`config.mk`:
```
export PLATFORM = sky130hd
export DESIGN_NAME = sequential_divider
export DESIGN_NICKNAME = d
export VERILOG_FILES = /design/src/rtl/sequential_divider.sv
export SDC_FILE = /design/constraint.sdc
export NUM_CORES = 1
export LEC_CHECK = 0
export CELL_PAD_IN_SITES_DETAIL_PLACEMENT = 1
export CELL_PAD_IN_SITES_GLOBAL_PLACEMENT = 1
export CORE_ASPECT_RATIO = 0.9
export CORE_UTILIZATION = 42
export DETAILED_ROUTE_END_ITERATION = 8
export MAX_ROUTING_LAYER = met4
export PLACE_DENSITY = 0.86
export SYNTH_ARGS = -nofsm -noshare
export SYNTH_HDL_FRONTEND = slang
export SYNTH_SLANG_ARGS = --single-unit
```
`constraint.sdc`:
```
create_clock -name clk -period 4 [get_ports clk]
set_input_delay 0.6 -clock clk [delete_from_list [all_inputs] [get_ports clk]]
set_output_delay 0.6 -clock clk [all_outputs]
set_load 0.05 [all_outputs]
```
`src/rtl/sequential_divider.sv`:
```
// sequential_divider: constant-latency restoring divider, 2*WIDTH-bit dividend by WIDTH-bit divisor
module sequential_divider #(
  parameter int WIDTH = 16
) (
  input  logic                 clk,
  input  logic                 rst,
  input  logic                 start,
  input  logic [2*WIDTH-1:0]   dividend,
  input  logic [WIDTH-1:0]     divisor,
  output logic [WIDTH-1:0]     quotient,
  output logic [WIDTH-1:0]     remainder,
  output logic                 quotientDone,
  output logic                 busy,
  output logic                 overflow,
  output logic                 divByZero
);
  localparam int CW = $clog2(WIDTH + 1);
  typedef enum logic [1:0] {IDLE, RUN, DONE} state_t;
  state_t state, nextState;
  logic [WIDTH-1:0] divReg, lowReg, remReg, shiftReg, nextRem;
  logic [WIDTH:0] trial;
  logic [CW-1:0] count;
  logic ovfReg, dbzReg, qbit, last, accept;
  always_comb begin
    trial = {remReg, shiftReg[WIDTH-1]};
    qbit = trial >= {1'b0, divReg};
    nextRem = qbit ? WIDTH'(trial - {1'b0, divReg}) : trial[WIDTH-1:0];
    last = count == CW'(WIDTH - 1);
    accept = state == IDLE && start;
    nextState = state == IDLE ? (start ? RUN : IDLE) : state == RUN ? (last ? DONE : RUN) : IDLE;
  end
  always_ff @(posedge clk) state <= !rst ? IDLE : nextState;
  // the dividend's low half doubles as the quotient shift register: quotient bits fill in from the LSB
  always_ff @(posedge clk) begin
    if (!rst) begin
      quotient <= '0;
      remainder <= '0;
      overflow <= 1'b0;
      divByZero <= 1'b0;
      count <= '0;
    end else if (accept) begin
      divReg <= divisor;
      lowReg <= dividend[WIDTH-1:0];
      remReg <= dividend[2*WIDTH-1:WIDTH];
      shiftReg <= dividend[WIDTH-1:0];
      count <= '0;
      dbzReg <= divisor == '0;
      ovfReg <= divisor != '0 && dividend[2*WIDTH-1:WIDTH] >= divisor;
    end else if (state == RUN) begin
      remReg <= nextRem;
      shiftReg <= {shiftReg[WIDTH-2:0], qbit};
      count <= count + 1'b1;
      if (last) begin
        quotient <= (dbzReg || ovfReg) ? '1 : {shiftReg[WIDTH-2:0], qbit};
        remainder <= dbzReg ? lowReg : ovfReg ? '0 : nextRem;
        overflow <= ovfReg;
        divByZero <= dbzReg;
      end
    end
  end
  assign quotientDone = state == DONE;
  assign busy = state != IDLE;
endmodule
```
==> out/summary.txt, run 1 <==
DR DRC count - 0
mapped cell area - 0.00564 mm2
drt via density - 5.76
clock tree from TritonCTS - yes
most used cell, CP - a21oi_1
largest net degree at the start of global routing - 35
worst hold margin - 0.464 ns
setup TNS - 0 ns
final core utilization - 0.540
LEAKAGE - 0.00278 uW
Die ar. - 0.0139 mm2
CP startpoint kind - register
slew margin rel. - 0.247
worst hold path endpoint - divByZero
CTS Sinks - 107
grt ovf - 0
Worst-Margin Slew - 1.13 ns
Tmin final - 2.92 ns
final setup vio count - 0
Initial Utilization - 0.438
RSZ-0062 raised after global routing - no
Final Hold Violating Endpoints - 0
FF-to-FF path depth - 8
share of post-route cells with drive strength above 1 - 0.0896
Die W - 124 um
initial antenna violation count - 0
critical path class - reg2reg
worst skew pair latency - 0.36 ns
distinct cell type count after synthesis - 58
nets - 728
post-synthesis sequential area ratio - 0.497
H-Tree Level Count - 3
Clock Path Buffers - 2
critical path data required time - 4.05 ns
core area - 0.0129 mm2
vias post-DR - 4,671
row count - 39
run status - finished clean
Crit-path slowest cell - edfxtp_1
DP HPWL - 12,200 um
Setup Skew - 0.0157 ns
FF+latch count, synth - 107
max cap viols - 0
R2R Setup Slk - 1.08 ns
Final ANT Viol Nets - 0
Routed WL per cell - 20.7 um
die height - 112 um
HP Start - divByZero
Worst Path Arrival - 2.97 ns
Pre-antenna DRT Iters - 4
CTS buffer count - 9
post-route non-filler standard cell count - 811
final period utilization - 0.731
worst hold path type - reg2reg
Clk pin slew, worst setup/hold paths - 0.08 ns
CP Capture Type - register
placed insts - 795
Mapped Cells - 566
Cell Area, Placed - 0.00664 mm2
root buf cell - clkbuf_16
post-CTS setup buffer count - 0
overall routed net length - 16,800 um
Syn-to-layout area delta - 23.4%
DRT iter0 DRCs - 376
CP Cell Sequence - ha_1, o211ai_1, a21oi_1, nor2_1, o21ai_4, a21o_4, mux2i_1, a21oi_1
design area - 0.00696 mm2
Max IR drop VDD - 0.252 mV
Hold Crit Depth - 2
Mean Syn Cell Area - 9.97 um2
Critical Path Max Stage Delay - 0.43 ns
synth warn - 0
Post-synth ARST share - 0
Post-synth EDFFs - 66
GRT Overall Usage - 0.261
ant diodes - 0
Ports - 87
FMAX - 342 MHz
worst reg2reg path startpoint - remReg[3]
Reg2Reg Capture Point - remReg[5]
pwr dens - 394 mW/mm2
IO buf count - 86
hold buffers post-CTS - 0
vias in the first global route - 4,998
first-pass GRT wire length - 26,100 um
Final Wtd Congestion - 0.898
Worst Path Max Fanout - 13
top_reg_cell synth - edfxtp_1
Synth Net Count - 652
final number of max-transition violations - 0
cts repair resizes - 0
-- layout make-up --
cell class	instances	area (um2)
clock buffer	13	293
clock inverter	3	23.8
fill	1449	5920
inverter	40	150
multi-input combinational	387	2540
sequential	107	2800
tap	164	205
timing repair buffer	97	943
-- layout by cell type, fill, tap and decap left out, drive strengths merged, types with 8 or more instances in the layout --
cell,n
o21ai,17
dfxtp,41
nand3,25
clkdlybuf4s50,86
a21oi,55
nor2,32
a21o,13
inv,43
ha,34
clkbuf,13
buf,11
nor3,8
edfxtp,66
o221a,15
nand4,12
and3,16
nand2,79
-- sequential cells by signal, summed over array words and instances (netlist names) --
| signal | count |
|---|---|
| remainder | 16 |
| state | 2 |
| remReg | 16 |
| count | 5 |
| dbzReg | 1 |
| ovfReg | 1 |
| shiftReg | 16 |
| divReg | 16 |
| divByZero | 1 |
| quotient | 16 |
| lowReg | 16 |
| overflow | 1 |
-- logic make-up (layout without fill, tap and decap cells) --
family	Yosys count	after routing	synth area share
adder cells (fa/ha/maj)	35	35	0.0790
multiplexers	3	3	0.00554
buffers and inverters	72	153	0.0546
AO/OA/AOI/OAI	141	141	0.181
AND/OR/NAND/NOR	197	197	0.167
flip-flops	107	107	0.497
XOR/XNOR	11	11	0.0171
-- worst max-delay path by stage --
stage                           from         to  slack (ns)
after global routing      remReg[11]  remReg[7]        0.93
after global placement    divisor[0]     ovfReg        1.10
after CTS                  remReg[8]  remReg[5]        1.13
after detailed placement  divisor[0]     ovfReg        1.14
after floorplan                  rst     dbzReg        0.99
final                      remReg[3]  remReg[5]        1.08
-- critical path: cells and delay by family (launching register included) --
| family | cells | cell delay (ns) |
|---|---|---|
| adder cells (fa/ha/maj) | 1 | 0.42 |
| flip-flops | 1 | 0.43 |
| multiplexers | 1 | 0.39 |
| AO/OA/AOI/OAI | 5 | 1.21 |
| AND/OR/NAND/NOR | 1 | 0.15 |
-- synth_stat cells (3+ instances only) --
cell,count,area (um2)
nand2_1,77,289
edfxtp_1,66,1980
a21oi_1,54,270
dfxtp_1,41,821
inv_1,40,150
ha_1,34,425
nor2_1,32,120
nand3_1,25,125
clkbuf_1,19,71.3
and3_1,15,93.8
o221a_2,15,169
o21ai_0,14,70.1
a21o_1,12,90.1
nand4_1,12,75.1
nor3_1,7,35.0
buf_2,6,30.0
xnor2_1,6,52.6
nand2b_1,5,31.3
o221ai_1,5,43.8
or3_1,5,31.3
xor2_1,5,43.8
a211oi_1,4,30.0
a31oi_1,4,25.0
and2_1,4,25.0
nor2b_1,4,25.0
nor4_1,4,25.0
o311ai_1,4,35.0
a211o_1,3,26.3
a21boi_0,3,22.5
buf_6,3,33.8
-- power by group --
part / total [uW] / leakage, uW / switching, uW / internal, uW
logic: 522 / 0.00167 / 317 / 205
registers: 1270 / 0.000950 / 34.4 / 1240
clock network: 952 / 0.000159 / 430 / 522
-- per-stage QoR --
step | setup slack (ns) | power (uW)
after floorplan | 0.994 | 1630
after global placement | 1.10 | 1780
after detailed placement | 1.14 | 1810
after CTS | 1.13 | 2760
after global routing | 0.928 | 2850
final | 1.08 | 2740
-- routing by layer --
| layer | global-route usage | share of wire | vias to the layer above |
|---|---|---|---|
| met5 | - | 0 | - |
| met4 | 0.0913 | 0.024 | 0 |
| met3 | 0.0538 | 0.045 | 29 |
| met2 | 0.441 | 0.53 | 116 |
| met1 | 0.305 | 0.40 | 2309 |
| li1 | - | - | 2217 |
Note: power is estimated with default switching activity, not from simulation.
==> run 2: changes to the inputs <==
clock period = 2.95 ns   (was 4 ns; I/O delays follow)
==> run 2 against run 1 <==
Compared with the run above:
- clock-buffer cell count down 4
- first-iteration DRC count fell by 10%
- largest cell class unchanged
- cell area up 0.65%
- wire length up 0.74%
- sequential share of layout area decreased by 0.26 points
- cell count is 0.74% higher
- global-route usage grew 0.53 points
- clock power increased by 34%
- highest routed layer unchanged
- via count up 3.0%
- worst hold slack better by 0.0078 ns
- sequential power is 35% higher
- critical path depth increased by 1
==> out/summary.txt, run 2 (same netlist as run 1, synthesis figures left out) <==
run status - finished clean
LEAKAGE - 0.00280 uW
worst skew pair latency - 0.36 ns
row count - 39
overall routed net length - 16,900 um
CP bufs+invs - 1
Crit-path slowest cell - ha_1
Die W - 124 um
max cap viols - 0
FMAX - 360 MHz
ant diodes - 0
critical path data required time - 3.06 ns
fillers - 1,449
share of post-route cells with drive strength above 1 - 0.0995
Worst Path Arrival - 2.89 ns
Worst-Margin Slew - 0.737 ns
commonest non-fill, non-tap cell in the layout - clkdlybuf4s50_1
pwr dens - 531 mW/mm2
Final ANT Viol Nets - 0
worst hold margin - 0.472 ns
vias in the first global route - 5,200
CP startpoint - remReg[10]
DRT iter0 DRCs - 337
H-Tree Level Count - 3
Tmin final - 2.78 ns
IO buf count - 86
Die ar. - 0.0139 mm2
final setup vio count - 0
Clk pin slew, worst setup/hold paths - 0.08 ns
Final WS setup - 0.174 ns
Placement Setup Slack - 0.170 ns
Critical Path Max Stage Delay - 0.46 ns
largest net degree at the start of global routing - 35
Final Wtd Congestion - 0.835
drt via density - 5.89
critical path class - reg2reg
slew margin rel. - 0.507
CTS buffer count - 9
Final Hold Violating Endpoints - 0
first-pass GRT wire length - 27,000 um
Initial Utilization - 0.438
Clock Path Buffers - 2
CP startpoint kind - register
core area - 0.0129 mm2
Worst Path Max Fanout - 15
DR DRC count - 0
Syn-to-layout area delta - 24.2%
clock tree from TritonCTS - yes
grt ovf - 0
worst reg2reg path startpoint - remReg[10]
Max IR drop VDD - 0.291 mV
GRT Overall Usage - 0.267
initial antenna violation count - 0
most frequent cells in the layout - 86 x clkdlybuf4s50_1, 77 x nand2_1, 66 x edfxtp_1, 54 x a21oi_1, 41 x dfxtp_1
final period utilization - 0.941
Setup Skew - 0.00562 ns
final core utilization - 0.544
root buf cell - clkbuf_16
nets - 734
Ports - 87
CP Cell Sequence - ha_1, and3_1, and3_1, nand2_2, o21ai_4, a21oi_4, buf_4, and3_1, a211o_1
DP HPWL - 12,300 um
Routed WL per cell - 20.7 um
CP delay by family, top - simple AND/OR/NAND/NOR gates
final number of max-transition violations - 0
Final Power - 3720 uW
CTS Sinks - 107
worst hold path type - reg2reg
HP Start - overflow
most used cell, CP - and3_1
Pre-antenna DRT Iters - 4
die height - 112 um
CP Capture Type - register
vias post-DR - 4,812
## run 2: per-stage QoR
stage,TNS [ns],instances,area [um2]
3_5_place_dp,0,800,6680
2_1_floorplan,0,566,5640
4_1_cts,0,816,6990
6_report,0,817,7000
3_3_place_gp,0,800,6680
5_1_grt,-0.0298,817,7000
## run 2: final timing paths
kind / endpoint / slack, ns / cells past startpoint
max: remReg[3] / 0.17 / 9
min: overflow / 0.47 / 2
max reg2reg: remReg[3] / 0.17 / 9
min reg2reg: overflow / 0.47 / 2
## run 2: worst reg2reg max path: stages (launching register included)
cell      delay, ns
edfxtp_1       0.44
ha_1           0.46
and3_1         0.26
and3_1         0.22
nand2_2        0.08
o21ai_4        0.24
a21oi_4        0.18
buf_4          0.24
and3_1         0.20
a211o_1        0.23
## run 2: per-layer routing
| metal | GRT usage | vias up | share of wire |
|---|---|---|---|
| met5 | - | - | 0 |
| met4 | 0.107 | 0 | 0.033 |
| met3 | 0.0441 | 42 | 0.034 |
| met2 | 0.450 | 123 | 0.51 |
| met1 | 0.312 | 2423 | 0.42 |
| li1 | - | 2224 | - |
## run 2: where the power goes
part / internal [uW] / switching (uW) / leakage, uW
Combinational: 287 / 433 / 0.00170
Clock: 677 / 602 / 0.000153
Sequential: 1680 / 44.1 / 0.000950
Total: 2640 / 1080 / 0.00280
## run 2: layout make-up
type                    instances  area (um2)  area share
flip-flops and latches        107        2800       0.400
repair buffers                103         988       0.141
multi-input cells             387        2550       0.364
well taps                     164         205      0.0293
clock inverters                 7        85.1      0.0121
clock buffers                   9         225      0.0322
inverters                      40         150      0.0214
## run 2: timing repair
action,CTS,global route
endpoints found under the hold margin,0,0
endpoints found under the setup margin,0,1
gates resized for setup,0,1
hold buffers,0,0
buffers inserted,0,1
==> run 3: changes to the inputs <==
CORE_UTILIZATION = 35   (was 42)
PLACE_DENSITY = 0.75   (was 0.86)
==> run 3 against run 2 <==
Compared with the run above:
- non-clock buffer count fell by 2
- largest cell class unchanged
- cell area rose by 0.46%
- setup slack better by 0.067 ns
- maximum frequency grew 2.5%
- cell count is 4.4% higher
==> out/summary.txt, run 3 (same netlist as run 1, synthesis figures left out) <==
Tmin final - 2.71 ns
vias post-DR - 4,564
sequential power share - 0.463
max cap viols - 0
drt via density - 5.35
cts repair resizes - 0
ant diodes - 0
Pre-antenna DRT Iters - 4
Worst Path Max Fanout - 3
GRT busiest layer - met2
row count - 43
clock network power share - 0.350
worst skew pair latency - 0.36 ns
M2 GR Usage - 0.360
Max IR drop VDD - 0.300 mV
design area - 0.00704 mm2
LEAKAGE - 0.00279 uW
FMAX - 369 MHz
met3 Use GR - 0.0417
share of post-route cells with drive strength above 1 - 0.0968
HP Start - divByZero
DR DRC count - 0
Syn-to-layout area delta - 24.7%
setup TNS - 0 ns
pwr dens - 529 mW/mm2
clock tree from TritonCTS - yes
vias in the first global route - 4,893
Initial Utilization - 0.362
Int Power - 2640 uW
final period utilization - 0.918
Switching Share - 0.290
Worst Path Arrival - 2.82 ns
CP bufs+invs - 2
GRT Overall Usage - 0.208
root buf cell - clkbuf_16
Final ANT Viol Nets - 0
Setup Skew - 0.0116 ns
initial antenna violation count - 0
critical path data required time - 3.06 ns
H-Tree Level Count - 3
IO buf count - 86
Combinational Power Share - 0.186
die height - 122 um
critical path class - reg2reg
CTS Sinks - 107
Routed WL per cell - 18.7 um
RSZ-0062 raised after global routing - no
Crit-path slowest cell - edfxtp_1
Clock Path Buffers - 2
CTS buffer count - 9
CP Cell Sequence - inv_1, ha_1, inv_1, fa_1, a21o_1, a211oi_4, o221ai_2, xnor2_1, nor3_1, a211o_1
worst hold path type - reg2reg
largest net degree at the start of global routing - 34
DRT iter0 DRCs - 231
Final Wtd Congestion - 0.824
final setup vio count - 0
post-CTS setup buffer count - 0
core area - 0.0156 mm2
CP startpoint kind - register
Net Sw Power - 1080 uW
DP HPWL - 12,100 um
Critical Path Max Stage Delay - 0.41 ns
worst reg2reg path startpoint - shiftReg[15]
first-pass GRT wire length - 25,500 um
most frequent cells in the layout - 86 x clkdlybuf4s50_1, 77 x nand2_1, 66 x edfxtp_1, 54 x a21oi_1, 41 x dfxtp_1
run status - finished clean
nets - 732
most used cell, CP - inv_1
Cell Area, Placed - 0.00672 mm2
CP delay by family, top - compound AO/OA/AOI/OAI gates
Clk pin slew, worst setup/hold paths - 0.08 ns
Die ar. - 0.0166 mm2
final number of max-transition violations - 0
overall routed net length - 15,900 um
CP startpoint - shiftReg[15]
hold buffers post-CTS - 0
M1 GR Usage - 0.247
final core utilization - 0.451
CP Capture Type - register
Worst-Margin Slew - 0.680 ns
grt ovf - 0
Die W - 136 um
slew margin rel. - 0.547
Final Hold Violating Endpoints - 0
commonest non-fill, non-tap cell in the layout - clkdlybuf4s50_1
Ports - 87
[run 3: changes by cell type in the layout (fill, tap and decap cells not counted), sizes merged]
cell,change
clkinv,-1
buf,-2
clkinvlp,+1
[run 3: power groups by stage]
stage	registers [uW]	clock network (uW)	logic, uW
floorplan	1740	0	469
global placement	1760	0	666
detailed placement	1760	0	690
CTS	1720	1330	694
global route	1730	1380	763
finish	1720	1300	693
[run 3: final timing paths]
| path | endpoint | slack (ns) | cells past startpoint |
|---|---|---|---|
| setup reg to reg | remReg[10] | 0.24 | 10 |
| setup / recovery | remReg[10] | 0.24 | 10 |
| hold reg to reg | divByZero | 0.48 | 2 |
| hold / removal | divByZero | 0.48 | 2 |
[run 3: final cells by class]
type / count / area, um2
fill: 1780 / 8570
sequential: 107 / 2800
multi-input combinational: 387 / 2540
timing repair buffer: 101 / 973
tap: 202 / 253
clock buffer: 9 / 225
inverter: 40 / 150
clock inverter: 7 / 91.3
[run 3: worst register-to-register path: stages (launching register included)]
cell and delay (ns):
edfxtp_1 0.41, inv_1 0.08, ha_1 0.15, inv_1 0.05, fa_1 0.39, a21o_1 0.25
a211oi_4 0.32, o221ai_2 0.19, xnor2_1 0.26, nor3_1 0.07, a211o_1 0.29
[run 3: layer usage]
layer	up-vias	part of all wire
met2	71	0.52
met1	2260	0.44
met4	0	0.015
met5	-	0
li1	2221	-
met3	12	0.028
[run 3: metrics by stage]
| stage | hold slack [ns] | power, uW | instances | setup WS, ns |
|---|---|---|---|---|
| 3_5_place_dp | 0.470 | 2450 | 837 | 0.176 |
| 2_1_floorplan | 0.454 | 2210 | 566 | 0.0712 |
| 3_3_place_gp | 0.464 | 2420 | 837 | 0.166 |
| 6_report | 0.475 | 3720 | 853 | 0.241 |
| 4_1_cts | 0.485 | 3750 | 853 | 0.233 |
| 5_1_grt | 0.509 | 3880 | 853 | 0.0687 |
